File: config.mk
export PLATFORM = sky130hd
export DESIGN_NAME = dispatch_mem_arb
export DESIGN_NICKNAME = d
export VERILOG_FILES = /design/src/rtl/dispatch_pkg.sv /design/src/rtl/dispatch_wbuf.sv /design/src/rtl/dispatch_mem_arb.sv
export SDC_FILE = /design/constraint.sdc
export NUM_CORES = 1
export LEC_CHECK = 0
export BUFFER_PORTS_ARGS = -buffer_cell sky130_fd_sc_hd__buf_2
export CORE_MARGIN = 5
export CORE_UTILIZATION = 43
export DETAILED_ROUTE_END_ITERATION = 7
export GPL_TIMING_DRIVEN = 0
export HOLD_SLACK_MARGIN = 0.08
export PLACE_DENSITY = 0.76
export SYNTH_ARGS = -nofsm -noshare
export SYNTH_HDL_FRONTEND = slang
export SYNTH_SLANG_ARGS = --single-unit
File: constraint.sdc
create_clock -name clk -period 1.8 [get_ports clk]
set_input_delay 0.09 -clock clk [delete_from_list [all_inputs] [get_ports clk]]
set_output_delay 0.09 -clock clk [all_outputs]
set_load 0.02 [all_outputs]
File: src/rtl/dispatch_pkg.sv
// Shared definitions for the dispatch memory block: default geometry,
// dispatch word field positions and the spy access state encoding.
package dispatch_pkg;

    localparam int DISP_AW = 11;
    localparam int DISP_DW = 17;

    // Dispatch word layout: {R, N, P, PC[13:0]}
    localparam int DISP_PC_LSB = 0;
    localparam int DISP_PC_MSB = 13;
    localparam int DISP_P      = 14;
    localparam int DISP_N      = 15;
    localparam int DISP_R      = 16;

    typedef enum logic [1:0] {
        SPY_IDLE  = 2'd0,
        SPY_ISSUE = 2'd1,
        SPY_RDATA = 2'd2,
        SPY_ACK   = 2'd3
    } spy_state_t;

endpackage

File: src/rtl/dispatch_wbuf.sv
// Single-entry dispatch write buffer with read-address compare; the forward
// flag and data are registered at the read grant so they line up with ram_rdata.
module dispatch_wbuf import dispatch_pkg::*; #(
    parameter int AW = DISP_AW,
    parameter int DW = DISP_DW
) (
    input  logic          clk,
    input  logic          reset_n,
    input  logic          wr_req,
    input  logic [AW-1:0] wr_addr,
    input  logic [DW-1:0] wr_data,
    input  logic          retire,
    input  logic          rd_gnt,
    input  logic [AW-1:0] rd_addr,
    output logic          pw_valid,
    output logic [AW-1:0] pw_addr,
    output logic [DW-1:0] pw_data,
    output logic          fwd,
    output logic [DW-1:0] fwd_data
);

    logic accept;
    logic hit;

    // A full buffer refuses writes, so retire and capture never share a cycle.
    assign accept = wr_req && !pw_valid;
    assign hit    = rd_gnt && pw_valid && (pw_addr == rd_addr);

    always_ff @(posedge clk or negedge reset_n) begin
        if (!reset_n) begin
            pw_valid <= 1'b0;
            pw_addr  <= '0;
            pw_data  <= '0;
        end else if (retire) begin
            pw_valid <= 1'b0;
        end else if (accept) begin
            pw_valid <= 1'b1;
            pw_addr  <= wr_addr;
            pw_data  <= wr_data;
        end
    end

    always_ff @(posedge clk or negedge reset_n) begin
        if (!reset_n) begin
            fwd      <= 1'b0;
            fwd_data <= '0;
        end else begin
            fwd <= hit;
            if (hit) begin
                fwd_data <= pw_data;
            end
        end
    end

endmodule

File: src/rtl/dispatch_mem_arb.sv
// Dispatch memory arbiter: lookup, buffered microcode write and spy port share
// one synchronous single-port RAM, one grant per cycle.
//
//  state     | meaning
//  ----------+-----------------------------------------------
//  SPY_IDLE  | no spy access in progress
//  SPY_ISSUE | spy request waiting for a RAM grant
//  SPY_RDATA | spy read granted, RAM data arrives this cycle
//  SPY_ACK   | spy_ack high until spy_req drops
module dispatch_mem_arb import dispatch_pkg::*; #(
    parameter int AW         = DISP_AW,
    parameter int DW         = DISP_DW,
    parameter int STARVE_MAX = 4
) (
    input  logic          clk,
    input  logic          reset_n,
    input  logic          lk_req,
    input  logic [AW-1:0] lk_addr,
    output logic          lk_valid,
    output logic [DW-1:0] lk_data,
    input  logic          wr_req,
    input  logic [AW-1:0] wr_addr,
    input  logic [DW-1:0] wr_data,
    output logic          wr_busy,
    input  logic          spy_req,
    input  logic          spy_we,
    input  logic [AW-1:0] spy_addr,
    input  logic [DW-1:0] spy_wdata,
    output logic          spy_ack,
    output logic [DW-1:0] spy_rdata,
    output logic [AW-1:0] ram_addr,
    output logic          ram_we,
    output logic [DW-1:0] ram_wdata,
    input  logic [DW-1:0] ram_rdata
);

    localparam int            SW         = $clog2(STARVE_MAX + 1);
    localparam logic [SW-1:0] STARVE_TOP = SW'(STARVE_MAX);

    spy_state_t    spy_state;
    spy_state_t    spy_next;
    logic [SW-1:0] starve_cnt;

    logic          pw_valid;
    logic [AW-1:0] pw_addr;
    logic [DW-1:0] pw_data;
    logic          fwd;
    logic [DW-1:0] fwd_data;

    logic          spy_issue;
    logic          starved;
    logic          spy_gnt;
    logic          wr_gnt;
    logic          rd_gnt;
    logic [AW-1:0] rd_addr;
    logic [DW-1:0] rd_result;

    assign spy_issue = (spy_state == SPY_ISSUE) && spy_req;
    assign starved   = (starve_cnt == STARVE_TOP);
    assign spy_gnt   = !lk_req && spy_issue && (starved || !pw_valid);
    assign wr_gnt    = !lk_req && pw_valid && !(spy_issue && starved);
    assign rd_gnt    = lk_req || (spy_gnt && !spy_we);
    assign rd_addr   = lk_req ? lk_addr : spy_addr;
    assign rd_result = fwd ? fwd_data : ram_rdata;
    assign wr_busy   = pw_valid;

    dispatch_wbuf #(
        .AW (AW),
        .DW (DW)
    ) u_wbuf (
        .clk      (clk),
        .reset_n  (reset_n),
        .wr_req   (wr_req),
        .wr_addr  (wr_addr),
        .wr_data  (wr_data),
        .retire   (wr_gnt),
        .rd_gnt   (rd_gnt),
        .rd_addr  (rd_addr),
        .pw_valid (pw_valid),
        .pw_addr  (pw_addr),
        .pw_data  (pw_data),
        .fwd      (fwd),
        .fwd_data (fwd_data)
    );

    always_comb begin
        ram_addr  = '0;
        ram_we    = 1'b0;
        ram_wdata = '0;
        if (lk_req) begin
            ram_addr = lk_addr;
        end else if (spy_gnt) begin
            ram_addr  = spy_addr;
            ram_we    = spy_we;
            ram_wdata = spy_we ? spy_wdata : '0;
        end else if (wr_gnt) begin
            ram_addr  = pw_addr;
            ram_we    = 1'b1;
            ram_wdata = pw_data;
        end
    end

    // Only losses to the pending write count; losing to a lookup holds the count.
    always_ff @(posedge clk or negedge reset_n) begin
        if (!reset_n) begin
            starve_cnt <= '0;
        end else if (spy_gnt) begin
            starve_cnt <= '0;
        end else if (spy_issue && pw_valid && !lk_req && !starved) begin
            starve_cnt <= starve_cnt + 1'b1;
        end
    end

    always_ff @(posedge clk or negedge reset_n) begin
        if (!reset_n) begin
            spy_state <= SPY_IDLE;
        end else begin
            spy_state <= spy_next;
        end
    end

    always_comb begin
        spy_next = spy_state;
        spy_ack  = 1'b0;
        case (spy_state)
            SPY_IDLE: begin
                if (spy_req) spy_next = SPY_ISSUE;
            end
            SPY_ISSUE: begin
                if (!spy_req)     spy_next = SPY_IDLE;
                else if (spy_gnt) spy_next = spy_we ? SPY_ACK : SPY_RDATA;
            end
            SPY_RDATA: begin
                spy_next = SPY_ACK;
            end
            SPY_ACK: begin
                spy_ack = 1'b1;
                if (!spy_req) spy_next = SPY_IDLE;
            end
            default: begin
                spy_next = SPY_IDLE;
            end
        endcase
    end

    always_ff @(posedge clk or negedge reset_n) begin
        if (!reset_n) begin
            lk_valid  <= 1'b0;
            spy_rdata <= '0;
        end else begin
            lk_valid <= lk_req;
            if (spy_state == SPY_RDATA) begin
                spy_rdata <= rd_result;
            end
        end
    end

    assign lk_data = lk_valid ? rd_result : '0;

endmodule

==> results.md <==
* Most frequent cells in the layout: 142 x buf_2, 68 x dfrtp_1, 41 x dlygate4sd3_1
* Final Util at slightly below 70%
* Final instance area at approximately 5700 um^2
* Share of layout cells above drive strength 1 at about half
* Maximum buffer depth of the clock tree at 2
* 1st-iter DRT viols at 180
* Worst setup margin at -0.343 ns
* Detailed placement HPWL at approximately 7.8 mm
* Placed cell area at ~4700 um^2
* Cells after DPL at roughly 600
* Min Tclk post-route at approximately 2.1 ns
* Slew @ Worst Pin at roughly 0.9 ns
* Vias per cell at ~5.2
* Reg2Reg Capture Point: u_wbuf.fwd_data[0]
* Final ANT Viol Nets at 0
* Post-route DRC at 0
* Element type at the critical path start: register
* Setup TNS at -8.27 ns
* Final worst path period share at 119%
* Finished Layout Cells at 658
* Pint at 3.85 mW
* Vias in the first global route at about 3600
* Net Sw Power at between 2 and 2.5 mW
* WP data required at about 1.7 ns
* Hold slack at around 0.098 ns
* Power Dens Cells at ~1100 nW/um^2
* Avg WL per Cell at 17.7 um
* Commonest non-fill, non-tap cell in the layout: buf_2
* Clk slew on worst S/H paths at approximately 0.080 ns
* CTS tree: yes
* Leakage at approximately 2.8 nW
* Ant. Diodes at 0
* Endpoints failing setup at between 40 and 50
* Syn Nets at about 420
* Synth-to-Final Area Change at 55.2%
* Min-Delay Path Class: in2reg
* Sw Share at approximately 37%
* Initial Utilization at between 40 and 50%
* WS Path Type: reg2out
* Count of input and output buffers at ~160
* Final net count at 640
* Clk_skew at around 0.0069 ns
* GPL Wtd Cong at 0.830
* R2R depth at 8
* Root buf cell: clkbuf_8
* RSZ-0062 raised after global routing: true
* Synth Cell Area at ~3700 um^2
* Worst vdd ir at 0.607 mV
* Largest net degree at the start of global routing at 71
* # clock sinks at 70
* Final wirelength at 11.6 mm
* Max-Cap Viols at 0
* Row Count at 33
* Slew Viols, Final at 0
* Worst hold path startpoint: ram_rdata[14]
* First-pass DRT Iterations at 5
* IO Pins at roughly 160
* CORE AREA at slightly above 8000 um^2
* R2R Setup Slk at -0.07 ns
* Sequential element share of the synthesized area at around 48%
* Count of cell types in the netlist at 33
* Total number of vias at about 3400
* Die footprint at 10500 um^2
* Final Power at around 6.1 mW
* Endpoints failing hold at 0
* H-tree depth at 3
* GRT overflow at 0
* Post-synthesis cell count at 326
* Die span in x at roughly 100 um
* Critical Path AT at roughly 2.1 ns
* Max Freq at 467 MHz
* Worst-Skew Late Latency at between 0.3 and 0.4 ns
* Clock power frac at 22.9%
* Failing checks: negative setup slack
* Post-place setup slack at -0.470 ns
* Critical-path maximum fanout at 5
* Crit path capture type: output pin
* Logic gate share of total power at between 30 and 40%
* Die H at between 100 and 150 um
* CTS buffer count at 9
* Slew headroom at between 40% and 50%
* Seq cells post-synth at 70
* First-pass GRT wire length at about 18 mm
* Synthesized area per cell at 11.3 um^2
* Worst r2r src: starve_cnt[1]
* Status: finished with violations
* Initial antenna violation count at 0
* Synth warn at 0
* Reg power frac at approximately two fifths
* End of the worst hold path: spy_rdata[14]
* Worst Hold Depth at 3
* Total GRT Usage at 22.1%
worst max-delay path: stages (launching register included):
cell      delay [ns]
dfrtp_1         0.39
and3b_2         0.30
a311oi_4        0.12
buf_6           0.17
buf_6           0.12
a222oi_1        0.36
inv_1           0.08
buf_2           0.17
cells in the mapped netlist:
| library cell | instances | area share (%) |
|---|---|---|
| o21ai_0 | 23 | 3.1 |
| a21oi_1 | 3 | 0.41 |
| nor2_1 | 24 | 2.4 |
| o31ai_1 | 1 | 0.20 |
| a311oi_1 | 1 | 0.24 |
| inv_1 | 16 | 1.6 |
| nand3_1 | 2 | 0.27 |
| nor4_4 | 2 | 1.2 |
| buf_2 | 1 | 0.14 |
| and2_1 | 1 | 0.17 |
| nand4_4 | 1 | 0.58 |
| a31oi_1 | 1 | 0.17 |
| mux2i_1 | 28 | 7.6 |
| mux2_4 | 10 | 4.1 |
| dfrtp_1 | 70 | 48 |
| nor4_1 | 2 | 0.34 |
| a21bo_2 | 1 | 0.27 |
| ha_1 | 2 | 0.68 |
| and3b_1 | 1 | 0.24 |
| mux2_2 | 35 | 11 |
| nand2b_1 | 1 | 0.17 |
| nand2_1 | 20 | 2.0 |
| xnor2_1 | 11 | 2.6 |
| a222oi_1 | 11 | 3.0 |
| and4_1 | 1 | 0.24 |
| nor3_2 | 1 | 0.27 |
| nand3b_1 | 1 | 0.20 |
| a22oi_1 | 17 | 3.5 |
| clkbuf_1 | 14 | 1.4 |
| a31o_2 | 1 | 0.24 |
| buf_1 | 2 | 0.20 |
| buf_6 | 3 | 0.92 |
| nor2b_1 | 18 | 3.1 |
sequential cells by signal (all words and copies together), names as in the netlist, named ones only:
register,count
u_wbuf.pw_addr,11
u_wbuf.fwd_data,17
u_wbuf.fwd,1
u_wbuf.pw_valid,1
starve_cnt,3
spy_rdata,17
spy_state,1
u_wbuf.pw_data,17
lk_valid,1
how the worst max path moves through the flow:
stage	start	end	slack [ns]	depth (start not counted)
after detailed placement	register	ram_wdata[10]	-0.47	7
after CTS	register	ram_addr[2]	-0.28	7
final	register	ram_addr[7]	-0.34	7
after global placement	register	ram_wdata[3]	-0.39	7
after global routing	register	ram_addr[7]	-0.48	7
after floorplan	register	ram_wdata[0]	-0.03	6
layout make-up:
cell class,instances,area [um^2]
well taps,105,131
clock inverters,6,86.3
repair buffers,213,1440
multi-input cells,220,1930
clock buffers,10,128
fillers,608,2550
plain buffers,18,170
flip-flops and latches,70,1750
inverters,16,60.1
cell families (layout without fill, tap and decap cells):
kind of cell	Yosys count	count (layout)	share of synthesized area, %
XOR/XNOR	11	11	2.62
AND/OR/NAND/NOR	75	75	11.2
adder cells (fa/ha/maj)	2	2	0.680
buffers and inverters	36	263	4.32
multiplexers	73	73	22.4
flip-flops	70	70	47.6
AO/OA/AOI/OAI	59	59	11.1
power groups by stage:
stage	logic (mW)	clock network [mW]	registers (mW)
final	2.35	1.39	2.33
after global placement	1.86	0	2.33
after global routing	2.56	1.50	2.39
after detailed placement	1.91	0	2.36
after CTS	2.22	1.42	2.32
after floorplan	1.05	0	2.50
timing repair:
item / 4_1_cts / 5_1_grt
pin swaps: 7 / 12
setup buffers: 10 / 5
endpoints found under the setup margin: 76 / 48
hold buffers: 39 / 2
gates cloned: 1 / 1
endpoints found under the hold margin: 109 / 1
gates resized for setup: 57 / 18
per-layer routing:
layer | vias to the layer above | track usage (%) | part of all wire [%]
met5 | - | 0 | 0
li1 | 1611 | - | -
met2 | 145 | 38.1 | 51
met1 | 1657 | 25.3 | 38
met3 | 28 | 5.53 | 7.7
met4 | 0 | 11.2 | 2.7
(Power assumes the default switching activity.)
